## src/rtl/weight_rb_pkg.sv

```systemverilog
// rtl/weight_rb_pkg.sv - shared types and index-width helpers for the weight ring buffer
package weight_rb_pkg;

    typedef enum logic {
        IDLE   = 1'b0,
        STREAM = 1'b1
    } rb_state_e;

    localparam int BANK_MU  = 0;
    localparam int BANK_VAR = 1;
    localparam int PASS_W   = 8;

    // Index width that never collapses to zero bits for single-entry dimensions.
    function automatic int rb_idx_w(input int n);
        return (n > 1) ? $clog2(n) : 1;
    endfunction

endpackage

```

## src/rtl/rb_bank_mem.sv

```systemverilog
// rtl/rb_bank_mem.sv - one bank: DEPTH x LANES words, per-lane write, registered read
module rb_bank_mem
    import weight_rb_pkg::*;
#(
    parameter int DATA_W = 16,
    parameter int LANES  = 8,
    parameter int DEPTH  = 8
) (
    input  logic                        clk,
    input  logic                        rst,
    input  logic                        wr_en,
    input  logic [rb_idx_w(LANES)-1:0]  wr_lane,
    input  logic [rb_idx_w(DEPTH)-1:0]  wr_addr,
    input  logic [DATA_W-1:0]           wr_data,
    input  logic                        rd_en,
    input  logic [rb_idx_w(DEPTH)-1:0]  rd_addr,
    output logic [LANES*DATA_W-1:0]     rd_data
);

    localparam int LW = rb_idx_w(LANES);

    logic [LANES*DATA_W-1:0] mem [DEPTH];
    logic [LANES*DATA_W-1:0] rd_data_d;
    logic [LANES*DATA_W-1:0] rd_data_q;

    // Storage has no reset so weights survive a mid-stream reset.
    always_ff @(posedge clk) begin
        for (int k = 0; k < LANES; k++) begin
            if (wr_en && (wr_lane == LW'(k))) begin
                mem[wr_addr][k*DATA_W +: DATA_W] <= wr_data;
            end
        end
    end

    always_comb begin
        rd_data_d = rd_data_q;
        if (rd_en) begin
            rd_data_d = mem[rd_addr];
        end
    end

    // The read register doubles as the output data register; it holds while stalled.
    always_ff @(posedge clk) begin
        if (rst) begin
            rd_data_q <= '0;
        end else begin
            rd_data_q <= rd_data_d;
        end
    end

    assign rd_data = rd_data_q;

endmodule

```

## src/rtl/weight_ring_buffer.sv

```systemverilog
// rtl/weight_ring_buffer.sv - multi-bank circular weight streamer; RB_WRAP_CNT_EN adds wrap_count
module weight_ring_buffer
    import weight_rb_pkg::*;
#(
    parameter int DATA_W = 16,
    parameter int LANES  = 8,
    parameter int DEPTH  = 8,
    parameter int NBANK  = 2
) (
    input  logic                        clk,
    input  logic                        rst,
    input  logic                        wr_en,
    input  logic [rb_idx_w(NBANK)-1:0]  wr_bank,
    input  logic [rb_idx_w(LANES)-1:0]  wr_lane,
    input  logic [rb_idx_w(DEPTH)-1:0]  wr_addr,
    input  logic [DATA_W-1:0]           wr_data,
    output logic                        wr_err,
    input  logic                        start,
    input  logic [rb_idx_w(NBANK)-1:0]  bank_sel,
    input  logic [PASS_W-1:0]           num_passes,
    input  logic                        stop,
    output logic                        out_valid,
    input  logic                        out_ready,
    output logic [LANES*DATA_W-1:0]     out_data,
    output logic [rb_idx_w(DEPTH)-1:0]  out_idx,
    output logic [rb_idx_w(NBANK)-1:0]  out_bank,
    output logic                        out_last,
    output logic                        busy
`ifdef RB_WRAP_CNT_EN
    ,
    output logic [15:0]                 wrap_count
`endif
);

    localparam int BW = rb_idx_w(NBANK);
    localparam int AW = rb_idx_w(DEPTH);

    rb_state_e         state_d, state_q;
    logic              out_valid_d, out_valid_q;
    logic [AW-1:0]     out_idx_d, out_idx_q;
    logic [BW-1:0]     out_bank_d, out_bank_q;
    logic              out_last_d, out_last_q;
    logic [PASS_W-1:0] pass_d, pass_q;
    logic [PASS_W-1:0] passes_d, passes_q;
    logic              wr_err_d, wr_err_q;

    logic              mem_we;
    logic              rd_en;
    logic [AW-1:0]     rd_addr;
    logic              handshake;
    logic              wrap;
    logic [AW-1:0]     nxt_idx;
    logic [PASS_W-1:0] nxt_pass;
    logic [LANES*DATA_W-1:0] rd_data [NBANK];

    assign handshake = out_valid_q && out_ready;
    assign wrap      = (out_idx_q == AW'(DEPTH - 1));
    assign nxt_idx   = out_idx_q + AW'(1);
    assign nxt_pass  = (wrap && (pass_q != {PASS_W{1'b1}})) ? pass_q + PASS_W'(1) : pass_q;

    always_comb begin
        state_d     = state_q;
        out_valid_d = out_valid_q;
        out_idx_d   = out_idx_q;
        out_bank_d  = out_bank_q;
        out_last_d  = out_last_q;
        pass_d      = pass_q;
        passes_d    = passes_q;
        wr_err_d    = 1'b0;
        mem_we      = 1'b0;
        rd_en       = 1'b0;
        rd_addr     = out_idx_q;
        case (state_q)
            IDLE: begin
                mem_we = wr_en;
                if (start && !stop) begin
                    state_d     = STREAM;
                    out_valid_d = 1'b1;
                    out_idx_d   = '0;
                    out_bank_d  = bank_sel;
                    out_last_d  = 1'b0;
                    pass_d      = '0;
                    passes_d    = num_passes;
                    rd_en       = 1'b1;
                    rd_addr     = '0;
                end
            end
            STREAM: begin
                wr_err_d = wr_en;
                if (stop || (handshake && out_last_q)) begin
                    state_d     = IDLE;
                    out_valid_d = 1'b0;
                    out_idx_d   = '0;
                    out_last_d  = 1'b0;
                    pass_d      = '0;
                end else if (handshake) begin
                    out_idx_d  = nxt_idx;
                    pass_d     = nxt_pass;
                    // Bank changes only on a pass boundary so a pass is never mixed.
                    if (wrap) begin
                        out_bank_d = bank_sel;
                    end
                    out_last_d = (passes_q != '0) && (nxt_idx == AW'(DEPTH - 1)) &&
                                 (nxt_pass == passes_q - PASS_W'(1));
                    rd_en      = 1'b1;
                    rd_addr    = nxt_idx;
                end
            end
            default: state_d = IDLE;
        endcase
    end

    always_ff @(posedge clk) begin
        if (rst) begin
            state_q     <= IDLE;
            out_valid_q <= 1'b0;
            out_idx_q   <= '0;
            out_bank_q  <= BW'(BANK_MU);
            out_last_q  <= 1'b0;
            pass_q      <= '0;
            passes_q    <= '0;
            wr_err_q    <= 1'b0;
        end else begin
            state_q     <= state_d;
            out_valid_q <= out_valid_d;
            out_idx_q   <= out_idx_d;
            out_bank_q  <= out_bank_d;
            out_last_q  <= out_last_d;
            pass_q      <= pass_d;
            passes_q    <= passes_d;
            wr_err_q    <= wr_err_d;
        end
    end

    // Exact bank match also drops writes to nonexistent banks when NBANK is not a power of two.
    for (genvar b = 0; b < NBANK; b++) begin : g_bank
        rb_bank_mem #(
            .DATA_W (DATA_W),
            .LANES  (LANES),
            .DEPTH  (DEPTH)
        ) u_mem (
            .clk     (clk),
            .rst     (rst),
            .wr_en   (mem_we && (wr_bank == BW'(b))),
            .wr_lane (wr_lane),
            .wr_addr (wr_addr),
            .wr_data (wr_data),
            .rd_en   (rd_en),
            .rd_addr (rd_addr),
            .rd_data (rd_data[b])
        );
    end

    always_comb begin
        out_data = '0;
        for (int b = 0; b < NBANK; b++) begin
            if (out_bank_q == BW'(b)) begin
                out_data = rd_data[b];
            end
        end
    end

`ifdef RB_WRAP_CNT_EN
    logic [15:0] wrap_cnt_d, wrap_cnt_q;

    always_comb begin
        wrap_cnt_d = wrap_cnt_q;
        if ((state_q == IDLE) && start && !stop) begin
            wrap_cnt_d = '0;
        end else if ((state_q == STREAM) && !stop && handshake && wrap) begin
            wrap_cnt_d = wrap_cnt_q + 16'd1;
        end
    end

    always_ff @(posedge clk) begin
        if (rst) begin
            wrap_cnt_q <= '0;
        end else begin
            wrap_cnt_q <= wrap_cnt_d;
        end
    end

    assign wrap_count = wrap_cnt_q;
`endif

    assign out_valid = out_valid_q;
    assign out_idx   = out_idx_q;
    assign out_bank  = out_bank_q;
    assign out_last  = out_last_q;
    assign wr_err    = wr_err_q;
    assign busy      = (state_q == STREAM);

endmodule

```

## config.mk

```make
export PLATFORM = sky130hd
export DESIGN_NAME = weight_ring_buffer
export DESIGN_NICKNAME = d
export VERILOG_FILES = /design/src/rtl/weight_rb_pkg.sv /design/src/rtl/rb_bank_mem.sv /design/src/rtl/weight_ring_buffer.sv
export SDC_FILE = /design/constraint.sdc
export NUM_CORES = 2
export LEC_CHECK = 0
export CAP_MARGIN = 0
export CORE_ASPECT_RATIO = 1.75
export CORE_MARGIN = 4
export CORE_UTILIZATION = 50
export CTS_CLUSTER_DIAMETER = 40
export DETAILED_ROUTE_END_ITERATION = 6
export PLACE_DENSITY = 0.62
export SYNTH_ARGS = -nofsm -noshare
export SYNTH_HDL_FRONTEND = slang
export SYNTH_SLANG_ARGS = --single-unit
```

## constraint.sdc

```tcl
create_clock -name clk -period 6.6 [get_ports clk]
set_input_delay 1.32 -clock clk [delete_from_list [all_inputs] [get_ports clk]]
set_output_delay 1.32 -clock clk [all_outputs]
set_load 0.02 [all_outputs]
```

==> out/results.tsv <==
stage	metric	value	unit
synth	yosysTopAreaCell	edfxtp_1	
detailed_routing	drtIter0Drc	4663	
synth	syn_nets	5234	
worst_setup_path	crit_required	5.28	ns
timing	fmax	219	MHz
placement	place.port_buffers	173	
timing	period_share	69.0	%
worst_setup_path	ff2ff_setup_slack	2.70	ns
global_route	grt_pass1_wl	348000	um
worst_setup_path	rr_startpoint	out_idx[0]$_SDFF_PP0_	
finish	drive_above_1_share	15.5	%
pwr	internal-power	23.2	mW
run_status	outcome	complete, no violations	
synth	yosysTopAreaCellShare	69.9	%
detailed_routing	viasPerCell	6.16	
worst_setup_path	startpoint_type	flip-flop	
pwr	switchingPower	6.14	mW
worst_setup_path	arrival	3.24	ns
min_path	hold_path_startpoint	g_bank[0].u_mem.rd_data[49]$_SDFFE_PP0P_	
min_path	worstHoldEndpoint	g_bank[0].u_mem.rd_data[49]$_SDFFE_PP0P_	
synth	synth_cell_types	56	
timing	maxSlewHeadroom	21.6	%
placement	gp_congestion	0.814	
synth	ys_ff_latch	2328	
synth	synth_area	88000	um2
worst_setup_path	ff2ff_path_depth	7	
clock_network	cts_tree	yes	
floorplan	io_pins	174	
worst_setup_path	critical_path.max_fanout	91	
timing	final.min_clock_period	4.56	ns
floorplan	die_area	183000	um2
global_route	grt_pass1_vias	48800	
detailed_routing	antenna_left	0	
synth	synthFlopType	edfxtp_1	
clock_network	h-tree-depth	4	
pwr	seqPwrFrac	55.2	%
timing	final_hold_viol_count	0	
synth	yosysSeqAreaShare	76.3	%
finish	area_growth_syn_to_layout	13.4	%
detailed_routing	post_drt_wl_per_cell	30.9	um
worst_setup_path	rr_endpoint	g_bank[1].u_mem.rd_data[55]$_SDFFE_PP0P_	
pwr	p_sw_share	20.9	%
floorplan	initial_core_util	50.3	%
timing	worst_pin_slew	1.18	ns
timing	setup_tns	0	ns
clock_network	numClockSinks	2328	
floorplan	fp-row-count	203	
clock_network	cts_buffers	217	
pwr	p_clk_share	41.4	%
min_path	hold_path_depth	1	
detailed_routing	route.detailed.drc	0	
synth	synthCells	5190	
synth	yosysWarnings	0	
pwr	peakVddDrop	270	uV
finish	nets	5511	
pwr	p_leak	32.3	nW
clock_network	path_clk_slew	0.06	ns
pwr	power_density	294	nW/um2
detailed_routing	routed_wl	244000	um
min_path	hold_class	reg2reg	
clock_network	ctsHoldBuffers	0	
placement	post-place-ws	1.70	ns
timing	setup_slack	2.04	ns
timing	setup_viol	0	
clock_network	clkLatencyLatePin	0.86	ns
floorplan	die_h	563	um
job	maxCapViolCount	0	
timing	worst_clock_skew	0.0390	ns
global_route	antenna_found_initial	11	
clock_network	ctsLongestPathBuffers	4	
placement	dpl.hpwl	137000	um
synth	ys_top_cells_by_area	edfxtp_1 70%, dfxtp_1 6.4%, mux2i_1 4.8%, mux4_2 4.7%, nand2_1 2.6%	
finish	fill_cells	13200	
detailed_routing	drt-pass1-iter-count	6	
global_route	grt_max_degree	121	
pwr	p_comb_share	3.4	%
worst_setup_path	endpoint_kind	output pin	
synth	synth_edf_count	2048	
synth	synthArstFlopShare	0	%
global_route	gr-total-overflow	0	
timing	slew_viol_final	0	
floorplan	core	175000	um2
timing	rsz0062_at_grt	no	
clock_network	cts_resized	0	
synth	avgSynthCellArea	17.0	um2
clock_network	cts_setup_buffers	0	
global_route	grtUsageTotal	26.3	%
detailed_routing	num_vias	48600	
floorplan	die_x	325	um
worst_setup_path	crit_type	reg2out	
clock_network	root_buffer	clkbuf_16	
-- cells in the final DEF, fill, tap and decap left out, types with 32 or more instances in the layout --
master and n:
edfxtp_1 2048, nand2_1 615, mux2i_1 425, nor2_1 287
dfxtp_1 279, a21oi_1 259, clkbuf_16 220, buf_4 197
mux4_2 182, clkdlybuf4s50_1 156, mux2_2 128, o21ai_0 101
a211o_1 91, o22ai_1 91, a221o_1 91, o221ai_1 74
o31a_1 74, clkbuf_1 52, clkinv_2 32
-- Yosys cell counts (all sizes together), types with 4 or more instances --
master,count
a211o,91
a21oi,261
a221o,91
buf,141
clkbuf,173
dfxtp,280
edfxtp,2048
ha,6
inv,8
mux2,128
mux2i,425
mux4,182
nand2,620
nand3,15
nand3b,5
nor2,305
nor3,9
o21ai,104
o221ai,74
o22ai,91
o31a,74
or4,4
xnor2,13
-- power by group through the flow --
stage | Sequential (mW) | Clock [mW] | Combinational, mW
after floorplan | 16.5 | 0 | 0.418
after global placement | 16.5 | 0 | 0.971
after detailed placement | 16.5 | 0 | 0.987
after CTS | 16.2 | 12.3 | 0.991
after global routing | 16.2 | 13.0 | 1.04
final | 16.2 | 12.2 | 0.986
-- how the worst max path moves through the flow --
stage | endpoint | depth (start not counted) | start | slack [ns]
floorplan | g_bank[0].u_mem.mem[2][100]$_DFFE_PP_ | 5 | wr_addr[1] | 3.16
global placement | g_bank[1].u_mem.rd_data[71]$_SDFFE_PP0P_ | 8 | out_ready | 1.72
detailed placement | g_bank[1].u_mem.rd_data[16]$_SDFFE_PP0P_ | 8 | out_ready | 1.70
CTS | out_data[37] | 3 | out_bank$_SDFFE_PP0P_ | 2.06
global route | out_data[37] | 3 | out_bank$_SDFFE_PP0P_ | 2.03
finish | out_data[37] | 3 | out_bank$_SDFFE_PP0P_ | 2.04
-- state kept, by name (all words and copies together) (netlist names) --
name / flops
g_bank.u_mem.mem: 2048
g_bank.u_mem.rd_data: 256
pass_q: 8
passes_q: 8
out_idx: 3
busy: 1
out_bank: 1
out_last: 1
out_valid: 1
wr_err: 1
-- metrics by stage --
stage	hold slack [ns]	util [%]	cell area, um2	total power [mW]	std cells
6_report	0.482	57.0	99800	29.4	7897
3_5_place_dp	0.469	53.1	93000	17.5	7503
3_3_place_gp	0.462	53.1	93000	17.5	7503
2_1_floorplan	0.450	-	88000	16.9	5190
4_1_cts	0.483	57.0	99800	29.5	7893
5_1_grt	0.497	57.0	99800	30.2	7894
-- critical path: stages (launching register included) --
cell and delay, ns:
dfxtp_4 0.53, buf_12 0.44, mux2_2 0.46, clkdlybuf4s50_1 0.62
-- metal layers --
metal / global-route usage [%] / share of wire, %
met1: 32.6 / 37
met2: 47.3 / 52
met3: 3.62 / 6.5
met4: 9.61 / 3.9
met5: 0 / 0.046
-- kinds of logic (layout without fill, tap and decap cells) --
group	after synthesis	in the layout	share of synthesized area (%)
adders and majority gates	6	6	0.0853
and+or+nand+nor	983	983	4.39
muxes	735	735	11.1
DFF	2328	2328	76.3
other	0	4	0
buffers and inverters	322	770	1.71
xor gates and xnor gates	16	16	0.159
AOI/OAI and AO/OA	800	800	6.27
-- area by class of cell --
cell class / count / area [um2] / area share (%)
Sequential cell: 2328 / 67100 / 67.2
Multi-Input combinational cell: 2540 / 19600 / 19.6
Clock buffer: 287 / 5910 / 5.92
Timing Repair Buffer: 372 / 3420 / 3.43
Tap cell: 2255 / 2820 / 2.83
Clock inverter: 103 / 933 / 0.935
Inverter: 8 / 30.0 / 0.0301
Antenna cell: 4 / 10.0 / 0.0100
Power figures use the tool's default switching activity.
